## src/rtl/blink_pkg.sv

```systemverilog
// Shared encodings and wr_data field layout for the multi-channel LED sequencer.
// Config word layout: {mode, half, count}, count in the least significant bits.
package blink_pkg;

    localparam int MODE_W     = 2;
    localparam int DEF_HALF_W = 8;
    localparam int DEF_CNT_W  = 4;

    typedef enum logic [1:0] {
        MODE_OFF   = 2'd0,
        MODE_ON    = 2'd1,
        MODE_BLINK = 2'd2,
        MODE_BURST = 2'd3
    } mode_e;

    typedef enum logic [1:0] {
        S_OFF  = 2'd0,
        S_ON   = 2'd1,
        S_HIGH = 2'd2,
        S_LOW  = 2'd3
    } state_e;

    function automatic int cfg_w(input int half_w, input int cnt_w);
        return MODE_W + half_w + cnt_w;
    endfunction

    function automatic int half_lsb(input int cnt_w);
        return cnt_w;
    endfunction

    function automatic int mode_lsb(input int half_w, input int cnt_w);
        return half_w + cnt_w;
    endfunction

endpackage

```

## src/rtl/blink_chan.sv

```systemverilog
// One LED channel: config registers, phase counter and burst counter.
// Advances only on prescaler ticks; a write always restarts the channel.
module blink_chan
    import blink_pkg::*;
#(
    parameter int HALF_W = DEF_HALF_W,
    parameter int CNT_W  = DEF_CNT_W
) (
    input  logic                             clk,
    input  logic                             reset,
    input  logic                             tick,
    input  logic                             wr,
    input  logic [cfg_w(HALF_W, CNT_W)-1:0]  cfg,
    output logic                             led,
    output logic                             busy,
    output logic                             done
);

    localparam int HALF_LSB = half_lsb(CNT_W);
    localparam int MODE_LSB = mode_lsb(HALF_W, CNT_W);

    mode_e              cfg_mode;
    logic [HALF_W-1:0]  cfg_half;
    logic [HALF_W-1:0]  cfg_half_eff;
    logic [CNT_W-1:0]   cfg_count;

    assign cfg_mode     = mode_e'(cfg[MODE_LSB +: MODE_W]);
    assign cfg_half     = cfg[HALF_LSB +: HALF_W];
    assign cfg_count    = cfg[0 +: CNT_W];
    // A zero half-period would never end a phase; run it as one tick instead.
    assign cfg_half_eff = (cfg_half == '0) ? HALF_W'(1) : cfg_half;

    state_e             state_reg;
    mode_e              mode_reg;
    logic [HALF_W-1:0]  half_reg;
    logic [HALF_W-1:0]  phase_reg;
    logic [CNT_W-1:0]   remain_reg;
    logic               led_reg;
    logic               busy_reg;
    logic               done_reg;

    always_ff @(posedge clk or negedge reset) begin
        if (!reset) begin
            state_reg  <= S_OFF;
            mode_reg   <= MODE_OFF;
            half_reg   <= '0;
            phase_reg  <= '0;
            remain_reg <= '0;
            led_reg    <= 1'b0;
            busy_reg   <= 1'b0;
            done_reg   <= 1'b0;
        end else begin
            done_reg <= 1'b0;
            if (wr) begin
                // The write takes priority over any phase end in the same cycle.
                mode_reg   <= cfg_mode;
                half_reg   <= cfg_half_eff;
                phase_reg  <= cfg_half_eff;
                remain_reg <= cfg_count;
                case (cfg_mode)
                    MODE_OFF: begin
                        state_reg <= S_OFF;
                        led_reg   <= 1'b0;
                        busy_reg  <= 1'b0;
                    end
                    MODE_ON: begin
                        state_reg <= S_ON;
                        led_reg   <= 1'b1;
                        busy_reg  <= 1'b0;
                    end
                    MODE_BLINK: begin
                        state_reg <= S_HIGH;
                        led_reg   <= 1'b1;
                        busy_reg  <= 1'b1;
                    end
                    default: begin
                        if (cfg_count == '0) begin
                            state_reg <= S_OFF;
                            led_reg   <= 1'b0;
                            busy_reg  <= 1'b0;
                            done_reg  <= 1'b1;
                        end else begin
                            state_reg <= S_HIGH;
                            led_reg   <= 1'b1;
                            busy_reg  <= 1'b1;
                        end
                    end
                endcase
            end else if (tick) begin
                case (state_reg)
                    S_HIGH: begin
                        if (phase_reg == HALF_W'(1)) begin
                            state_reg <= S_LOW;
                            phase_reg <= half_reg;
                            led_reg   <= 1'b0;
                        end else begin
                            phase_reg <= phase_reg - 1'b1;
                        end
                    end
                    S_LOW: begin
                        if (phase_reg != HALF_W'(1)) begin
                            phase_reg <= phase_reg - 1'b1;
                        end else if (mode_reg == MODE_BURST && remain_reg == CNT_W'(1)) begin
                            remain_reg <= '0;
                            state_reg  <= S_OFF;
                            busy_reg   <= 1'b0;
                            done_reg   <= 1'b1;
                        end else begin
                            if (mode_reg == MODE_BURST) begin
                                remain_reg <= remain_reg - 1'b1;
                            end
                            state_reg <= S_HIGH;
                            phase_reg <= half_reg;
                            led_reg   <= 1'b1;
                        end
                    end
                    default: ;
                endcase
            end
        end
    end

    assign led  = led_reg;
    assign busy = busy_reg;
    assign done = done_reg;

endmodule

```

## src/rtl/blink_ctrl.sv

```systemverilog
// Multi-channel LED sequencer top: shared tick prescaler, write address decode
// and one blink_chan per LED.
module blink_ctrl
    import blink_pkg::*;
#(
    parameter int PRESCALE = 50000,
    parameter int NUM_LEDS = 4,
    parameter int HALF_W   = DEF_HALF_W,
    parameter int CNT_W    = DEF_CNT_W
) (
    input  logic                             clk,
    input  logic                             reset,
    input  logic                             wr_en,
    input  logic [3:0]                       wr_addr,
    input  logic [cfg_w(HALF_W, CNT_W)-1:0]  wr_data,
    output logic [NUM_LEDS-1:0]              led,
    output logic [NUM_LEDS-1:0]              busy,
    output logic [NUM_LEDS-1:0]              done
);

    localparam int              PS_W    = (PRESCALE > 1) ? $clog2(PRESCALE) : 1;
    localparam logic [PS_W-1:0] PS_LAST = PS_W'(PRESCALE - 1);

    logic [PS_W-1:0] ps_reg;
    logic            tick;

    assign tick = (ps_reg == PS_LAST);

    // Free-running; config writes deliberately do not realign it.
    always_ff @(posedge clk or negedge reset) begin
        if (!reset) begin
            ps_reg <= '0;
        end else begin
            ps_reg <= tick ? '0 : ps_reg + 1'b1;
        end
    end

    generate
        for (genvar gi = 0; gi < NUM_LEDS; gi++) begin : g_chan
            logic chan_wr;
            assign chan_wr = wr_en && (wr_addr == 4'(gi));

            blink_chan #(
                .HALF_W (HALF_W),
                .CNT_W  (CNT_W)
            ) u_chan (
                .clk    (clk),
                .reset  (reset),
                .tick   (tick),
                .wr     (chan_wr),
                .cfg    (wr_data),
                .led    (led[gi]),
                .busy   (busy[gi]),
                .done   (done[gi])
            );
        end
    endgenerate

endmodule

```

## config.mk

```make
export PLATFORM = sky130hd
export DESIGN_NAME = blink_ctrl
export DESIGN_NICKNAME = d
export VERILOG_FILES = /design/src/rtl/blink_pkg.sv /design/src/rtl/blink_chan.sv /design/src/rtl/blink_ctrl.sv
export SDC_FILE = /design/constraint.sdc
export NUM_CORES = 1
export LEC_CHECK = 0
export ABC_CLOCK_PERIOD_IN_PS = 4250
export BUFFER_PORTS_ARGS = -buffer_cell sky130_fd_sc_hd__buf_2
export CORE_ASPECT_RATIO = 2
export CORE_MARGIN = 2
export CORE_UTILIZATION = 30
export DETAILED_ROUTE_END_ITERATION = 10
export PLACE_DENSITY = 0.43
export SLEW_MARGIN = 20
export SYNTH_ARGS = -nofsm -noshare
export SYNTH_HDL_FRONTEND = slang
export SYNTH_HIERARCHICAL = 1
export SYNTH_SLANG_ARGS = --single-unit
```

## constraint.sdc

```tcl
create_clock -name clk -period 4.25 [get_ports clk]
set_clock_uncertainty 0.05 [all_clocks]
set_input_delay 0.85 -clock clk [delete_from_list [all_inputs] [get_ports clk]]
set_output_delay 0.85 -clock clk [all_outputs]
set_load 0.05 [all_outputs]
```

Word level (Yosys, flattened, before mapping) --
Cells that the tools add are included.
Cells by class: add/sub/neg operators 9, equality and inequality tests 50, mux-type cells 145, reduce and logical (&&, ||, !) cells 55
Operators by type and width (count):
- 2-to-1 mux 8 bit | 21
- 2-to-1 mux 4 bit | 24
- one-hot mux 8 bit (2 select lines) | 4
- 2-to-1 mux 1 bit | 63
- AND reduction 4 bit | 12
- 2-to-1 mux 2 bit | 21
- equality test 8 x 1 -> 1 bit, second input constant | 4
- != test 8 x 1 -> 1 bit, second input constant | 4
- subtractor 8 x 1 -> 8 bit, second input constant | 4
- equality test 2 bit, second input constant | 13
- != test 3 bit, second input constant | 8
- nonzero test 2 bit | 12
- nonzero test 3 bit | 8
- equality test 4 x 1 -> 1 bit, second input constant | 5
- AND reduction 5 bit | 4
- adder 16 x 1 -> 16 bit, second input constant | 1
- equality test 16 bit, second input constant | 1
- 2-to-1 mux 16 bit | 1
- != test 4 x 3 -> 1 bit, second input constant | 4
- one-hot mux 2 bit (2 select lines) | 4
- subtractor 4 x 1 -> 4 bit, second input constant | 4
- != test 3 x 2 -> 1 bit, second input constant | 4
- one-hot mux 1 bit (2 select lines) | 6
- AND reduction 3 bit | 4
- 10 further kinds | 23
Word-level totals: register bits 124, output and inout bits 12, logic and storage cells 292

Longest topological paths before layout --
Gate-level depths: netlist of the first run.
word-level depth 7, gate-level depth with buffers 9, mapped depth without buffers 8

By module --
Netlist of the first run, hierarchy kept.
Modules (own cells, without submodules):
- blink_chan at g_chan[0].u_chan ... | times used 3, cells each 176, area each 1689.1 um^2, seq. area each 675.6 um^2
- blink_chan at g_chan[3].u_chan | times used 1, cells each 172, area each 1594.0 um^2, seq. area each 675.6 um^2
- blink_ctrl | times used 1, cells each 77, area each 833.3 um^2, seq. area each 400.4 um^2

Worst setup path before layout of the first run --
No wires, ideal clock.
path type input -> register, from input port wr_addr[3], to register g_chan[3].u_chan.phase_reg[4], library setup time 0.083 ns, arrival 2.415 ns, data required time 4.117 ns, path slack 1.702 ns, stages 9, buffers on the path 2, cells stage by stage nor2_1 and2_1 and3_1 clkbuf_1 nor4b_1 a41oi_1 clkbuf_1 o21ai_0 o22ai_1
Between the ends: cells in the longest elaborated chain, start to end 4, elaborated cells on any way between the ends 7, those cells by class eq/ne (2); mux (1); reduce/logical (4)
RTL lines:
- from (decl) | line blink_ctrl.sv:14 | input logic [3:0] wr_addr,
- equality test 4 x 2 -> 1 bit * | line blink_ctrl.sv:41 | assign chan_wr = wr_en && (wr_addr == 4'(gi));
- logical AND 1 bit * | line blink_ctrl.sv:41
- via g_chan[3].chan_wr | line blink_ctrl.sv:40 | logic chan_wr;
- != test 4 x 3 -> 1 bit (no line), or another cell as far along
- AND reduction 3 bit (no line)
- to (signal assigned) | line blink_chan.sv:97 | phase_reg <= phase_reg - 1'b1;
- to (signal assigned) | line blink_chan.sv:102 | phase_reg <= phase_reg - 1'b1;
- to (signal assigned) | line blink_chan.sv:113 | phase_reg <= half_reg;
- to (decl) | line blink_chan.sv:36 | logic [HALF_W-1:0] phase_reg;
The timed path passes the listed nets; every way through them passes the cells marked *. A chain may end at the register's enable or synchronous reset.

Final worst setup path of the first run --
from register ps_reg[10], to register g_chan[2].u_chan.phase_reg[3]
Between the ends: cells in the longest elaborated chain, start to end 3
RTL lines:
- from (decl) | line blink_ctrl.sv:24 | logic [PS_W-1:0] ps_reg;
- from (signal assigned) | line blink_ctrl.sv:34 | ps_reg <= tick ? '0 : ps_reg + 1'b1;
- equality test 16 bit | line blink_ctrl.sv:27 | assign tick = (ps_reg == PS_LAST);
- nonzero test 2 bit (no line)
- AND reduction 3 bit (no line)
- to (signal assigned) | line blink_chan.sv:97
- to (signal assigned) | line blink_chan.sv:102
- to (signal assigned) | line blink_chan.sv:113
- to (decl) | line blink_chan.sv:36
Every way passes these cells.

==> reports/metrics.yaml, run 1 <==
outcome: "finished clean"
syn-cell-area_sq_um: 7490
numCtsBuffers: 17
antenna_left: 0
htree_levels: 4
antenna_found_initial: 0
cp-end-kind: "register"
cp.required_ps: 4510
syn_inst: 777
cts_root_buf: "clkbuf_16"
die_w_um: 116
area_growth_pct: 13.9
post-route-drc-count: 0
nNetsFinal: 852
wl_um: 22200
layout-drive-gt1-share_pct: 17.0
fp-row-count: 81
hold_buffers: 0
hold_class: "in2async"
numPortBuffers: 32
reg2reg_depth: 6
cts_sinks: 124
diodes: 0
num_vias: 6167
syn-num-nets: 827
cts_tree: "built"
syn-mean-instance-area_sq_um: 9.65
worst_slack_ps: 1420
critPathKind: "reg2reg"
firstDrtPassIters: 5
cts_setup_buffers: 0
viasPerCell: 5.39
core_area_sq_um: 24500
rsz0062_at_grt: "false"
tightest_slew_ps: 905
grt_pass1_vias: 6456
grt_pass1_wl_um: 35600
synth_edf_count: 0
slew_viol_final: 0
power.ir.vdd_worst_uv: 287
ys_top_cells_by_area: "dfrtp_1 41%, ha_1 4.8%, mux2_2 4.4%"
grtUsageTotal_pct: 18.0
synth-seq-cells: 124
async_reset_ff_share_pct: 100
clk_pin_slew_ps: 60
tns_ps: 0
cp.arrival_ps: 3090
synth-main-ff-cell: "dfrtp_1"
seq_area_frac_synth_pct: 41.4
leakagePower_nw: 3.59
max_slew_margin_pct: 39.7
path_max_fanout: 15
maxCapViolCount: 0
drtIter0Drc: 314
cts-resized-gates: 0
p_per_area_nw_per_um2: 471
cts_max_path_buffers: 2
post-place-ws_ps: 1290
yosys_warnings: 6
gr-total-overflow: 0
hold_viol_final: 0
yosysUniqueCellTypes: 76
post-route-period-util_pct: 66.6
die_h_um: 228
startpoint_type: "register"
finalSetupViolCount: 0
synth.top_cell.area_share_pct: 41.4
synth_top_area_cell: "dfrtp_1"
max_freq_mhz: 353
synth_most_common_cell: "dfrtp_1"
clock_latency_ps: 440
wire_per_inst_um: 19.4
gp_congestion: 0.843
io_pins: 33
die-area_sq_um: 26300
hpwl_um: 15800
initial_core_util_pct: 30.6
post-route-min-period_ps: 2830
grt_max_degree: 91
timing.rr.start: "ps_reg[10]"
synth_commonest_cells: "124 x dfrtp_1, 81 x nand2_1, 58 x inv_1"
ff2ff_setup_slack_ps: 1420
rr_endpoint: "g_chan[2].u_chan/phase_reg[3]"
## placed cells by master, fill, tap and decap left out, types with 5 or more instances in the layout
| master | count |
|---|---|
| nor3_1 | 21 |
| a41o_1 | 6 |
| nor2_1 | 50 |
| xnor2_1 | 12 |
| a211oi_1 | 8 |
| nand3_1 | 18 |
| clkbuf_16 | 17 |
| or4b_1 | 6 |
| dfrtp_1 | 124 |
| nor4_1 | 12 |
| o22ai_1 | 5 |
| or4_1 | 5 |
| nor4b_1 | 5 |
| a21oi_1 | 25 |
| mux2_2 | 29 |
| a31oi_1 | 13 |
| nand4_1 | 12 |
| clkinv_2 | 6 |
| o21ai_0 | 42 |
| nand2_1 | 81 |
| o211ai_1 | 16 |
| nor3b_1 | 5 |
| xor2_1 | 9 |
| and4_1 | 10 |
| inv_1 | 58 |
| or3_1 | 9 |
| buf_4 | 11 |
| and3_1 | 7 |
| o311ai_0 | 6 |
| buf_2 | 31 |
| ha_1 | 29 |
## cell families (layout without fill, tap and decap cells)
kind of cell,after synthesis,in the layout,synth area share [%]
DFF,124,124,41.4
AOI/OAI and AO/OA,177,177,16.2
xor gates and xnor gates,21,21,2.45
adders and majority gates,29,29,4.84
and+or+nand+nor,294,294,24.2
buffers and inverters,95,131,5.38
muxes,37,37,5.54
## layout make-up
class	count	area, sq um
Fill cell	2557	16000
Multi-Input combinational cell	558	4000
Sequential cell	124	3100
Clock buffer	22	484
Tap cell	332	415
Timing Repair Buffer	43	249
Inverter	58	218
Clock inverter	8	67.6
## stage by stage
step           power [W]  hold slack, ps  util [%]  std cells  instance area [sq um]
6_report         0.00402             445      34.8       1145                   8540
5_1_grt          0.00427             489      34.8       1145                   8540
4_1_cts          0.00407             468      34.8       1145                   8540
3_5_place_dp     0.00265             455      32.6       1115                   7990
3_3_place_gp     0.00263             434      32.6       1115                   7990
2_1_floorplan    0.00234             417         -        777                   7490
## per-layer routing
metal  global-route usage, %  share of wire (%)  routed length, um
met5                       0                  0                  0
met1                    18.5                 37               8320
met4                    7.18                2.9                650
met3                    4.10                2.9                635
met2                    34.3                 57              12600
## report_power, final
group          switching (W)  total, W  internal, W  leakage [nW]
combinational       0.000502  0.000894     0.000392          1.80
sequential          0.000318   0.00174      0.00142          1.51
clock               0.000537   0.00139     0.000851         0.277
total                0.00136   0.00402      0.00266          3.59
## worst max-delay path by stage
stage | from | to | slack, ps | cells past startpoint
after global placement | wr_addr[3] | g_chan[3].u_chan/phase_reg[2] | 1320 | 9
after CTS | ps_reg[10] | g_chan[2].u_chan/phase_reg[3] | 1430 | 6
final | ps_reg[10] | g_chan[2].u_chan/phase_reg[3] | 1420 | 6
after floorplan | wr_addr[3] | g_chan[3].u_chan/phase_reg[4] | 1700 | 9
after global routing | ps_reg[0] | g_chan[2].u_chan/phase_reg[3] | 1220 | 7
after detailed placement | wr_addr[3] | g_chan[3].u_chan/phase_reg[2] | 1290 | 9
## critical path: stages (launching register included)
cell and delay (ps):
dfrtp_1 430, nor4bb_1 370, and4_1 540, buf_4 310, and2_1 380, a21o_1 260
mux2_1 340
(Power assumes the default switching activity.)
==> run 2: changes to the inputs <==
--- a/config.mk
+++ b/config.mk
@@ -5,7 +5,7 @@
 export SDC_FILE = /design/constraint.sdc
 export NUM_CORES = 1
 export LEC_CHECK = 0
-export ABC_CLOCK_PERIOD_IN_PS = 4250
+export ABC_CLOCK_PERIOD_IN_PS = 2800
 export BUFFER_PORTS_ARGS = -buffer_cell sky130_fd_sc_hd__buf_2
 export CORE_ASPECT_RATIO = 2
 export CORE_MARGIN = 2
==> constraint.sdc (replaced) <==
create_clock -name clk -period 2.8 [get_ports clk]
set_clock_uncertainty 0.05 [all_clocks]
set_input_delay 0.56 -clock clk [delete_from_list [all_inputs] [get_ports clk]]
set_output_delay 0.56 -clock clk [all_outputs]
set_load 0.05 [all_outputs]
==> run 2 against run 1 <==
  * Critical path depth unchanged
  * Register-to-register slack got worse by 1100 ps
  * Flip-flop and latch count did not move
  * Via count increased by 0.11%
  * Final cell count is 0.70% higher
  * Global-route usage shrank 0.38 points
  * Final area up 1.8%
  * Non-clock buffer count rose by 6
  * Critical endpoint is now g_chan[2].u_chan/remain_reg[2]
==> reports/metrics.yaml, run 2 (synthesized netlist as in run 1, its figures left out) <==
outcome: "finished clean"
io_pins: 33  # unchanged
initial_core_util_pct: 30.6  # unchanged
dr_wl_met3_um: 525  # -17%
post-route-period-util_pct: 88.1  # +22 points
cts_tree: "built"
die-area_sq_um: 26300  # unchanged
tightest_slew_ps: 618  # -286 ps
rr_endpoint: "g_chan[2].u_chan/remain_reg[2]"
maxCapViolCount: 0  # unchanged
hpwl_um: 15500  # -2.0%
wire_per_inst_um: 18.9  # -2.7%
cts-resized-gates: 0  # unchanged
cp.arrival_ps: 2760  # -330 ps
met2_length_um: 12300  # -2.6%
num-fill-cells: 2573  # +0.63%
cp.required_ps: 3090  # -1420 ps
leakagePower_nw: 3.65  # +1.7%
path_max_fanout: 8  # -7
cts_max_path_buffers: 2  # unchanged
area_growth_pct: 16.0
layout_common_cells: "124 x dfrtp_1, 81 x nand2_1, 58 x inv_1, 50 x nor2_1, 42 x o21ai_0"
tns_ps: 0  # unchanged
slew_viol_final: 0  # unchanged
hold_viol_final: 0  # unchanged
reg2reg_depth: 6  # unchanged
clock_latency_ps: 430  # about the same
clk_pin_slew_ps: 60  # about the same
hold_buffers: 0  # unchanged
wl_um: 21800  # -2.1%
post-route-drc-count: 0  # unchanged
gp_congestion: 0.855  # +1.4%
cts_sinks: 124  # unchanged
num_vias: 6174  # +0.11%
grt_pass1_vias: 6430  # -0.40%
p_per_area_nw_per_um2: 727  # +54%
top_layer_used: "met5"
max_slew_margin_pct: 58.6  # +19 points
cp-end-kind: "register"
rsz0062_at_grt: "false"
cts_setup_buffers: 0  # unchanged
max_freq_mhz: 405  # +15%
firstDrtPassIters: 4  # -1
critPathKind: "reg2reg"
fin_util_pct: 35.4  # +0.63 points
drtIter0Drc: 229  # -27%
final_common_cell: "dfrtp_1"
layout-drive-gt1-share_pct: 17.8  # +0.81 points
timing.rr.start: "g_chan[2].u_chan/phase_reg[1]"
met1_length_um: 8240  # -0.97%
core_area_sq_um: 24500  # unchanged
grtUsageTotal_pct: 17.6  # -0.38 points
antenna_found_initial: 1  # +1
grt_max_degree: 62  # -32%
fp-row-count: 81  # unchanged
die_h_um: 228  # unchanged
nNetsFinal: 858  # +0.70%
post-route-min-period_ps: 2470  # -362 ps
antenna_left: 0  # unchanged
gr-total-overflow: 0  # unchanged
ff2ff_setup_slack_ps: 330  # -1090 ps
numCtsBuffers: 17  # unchanged
die_w_um: 116  # unchanged
cts_root_buf: "clkbuf_16"
startpoint_type: "register"
diodes: 0  # unchanged
viasPerCell: 5.35  # -0.58%
htree_levels: 4  # unchanged
grt_pass1_wl_um: 35400  # -0.74%
power.ir.vdd_worst_uv: 351  # +22%
numPortBuffers: 32  # unchanged
finalSetupViolCount: 0  # unchanged
hold_class: "in2async"
## run 2: layout make-up
class / count / area (sq um) / share of cell area (%)
Sequential cell: 124 / 3100 / 35.7
Clock buffer: 21 / 470 / 5.41
Multi-Input combinational cell: 558 / 4000 / 46.0
Inverter: 58 / 218 / 2.50
Tap cell: 332 / 415 / 4.78
Timing Repair Buffer: 49 / 344 / 3.96
Clock inverter: 11 / 141 / 1.63
## run 2: worst max-delay path by stage
| stage | from | endpoint | slack, ps | cells past startpoint |
|---|---|---|---|---|
| 5_1_grt | g_chan[2].u_chan/phase_reg[1] | g_chan[2].u_chan/busy | 140 | 6 |
| 2_1_floorplan | wr_addr[3] | g_chan[3].u_chan/phase_reg[4] | 540 | 9 |
| 3_3_place_gp | wr_addr[3] | g_chan[2].u_chan/phase_reg[6] | 420 | 8 |
| 3_5_place_dp | g_chan[2].u_chan/phase_reg[1] | g_chan[2].u_chan/busy | 400 | 6 |
| 4_1_cts | g_chan[2].u_chan/phase_reg[1] | g_chan[2].u_chan/remain_reg[2] | 350 | 6 |
| 6_report | g_chan[2].u_chan/phase_reg[1] | g_chan[2].u_chan/remain_reg[2] | 330 | 6 |
## run 2: per-layer routing
metal / vias to the layer above / global-route usage (%)
li1: 2935 / -
met1: 3085 / 18.8
met2: 111 / 33.1
met3: 41 / 2.85
met4: 2 / 8.06
met5: - / 0
## run 2: per-stage QoR
step	hold slack, ps	area, sq um	total power [W]	instances	setup slack [ps]
after floorplan	214	7490	0.00355	777	542
after global placement	430	8080	0.00402	1121	415
after detailed placement	446	8080	0.00404	1121	397
after CTS	83.7	8690	0.00641	1153	350
after global routing	119	8690	0.00670	1153	144
final	76.8	8690	0.00632	1153	333
## run 2: critical path: stages (launching register included)
cell	delay, ps
dfrtp_1	440
inv_1	150
ha_1	210
nor4b_4	540
nand4_2	350
or4b_1	540
o211ai_1	110
## run 2: power by group
part | leakage [nW] | total [W] | internal (W) | switching, W
sequential | 1.51 | 0.00265 | 0.00216 | 0.000488
clock | 0.295 | 0.00231 | 0.00146 | 0.000846
combinational | 1.85 | 0.00137 | 0.000606 | 0.000761
total | 3.65 | 0.00632 | 0.00423 | 0.00210
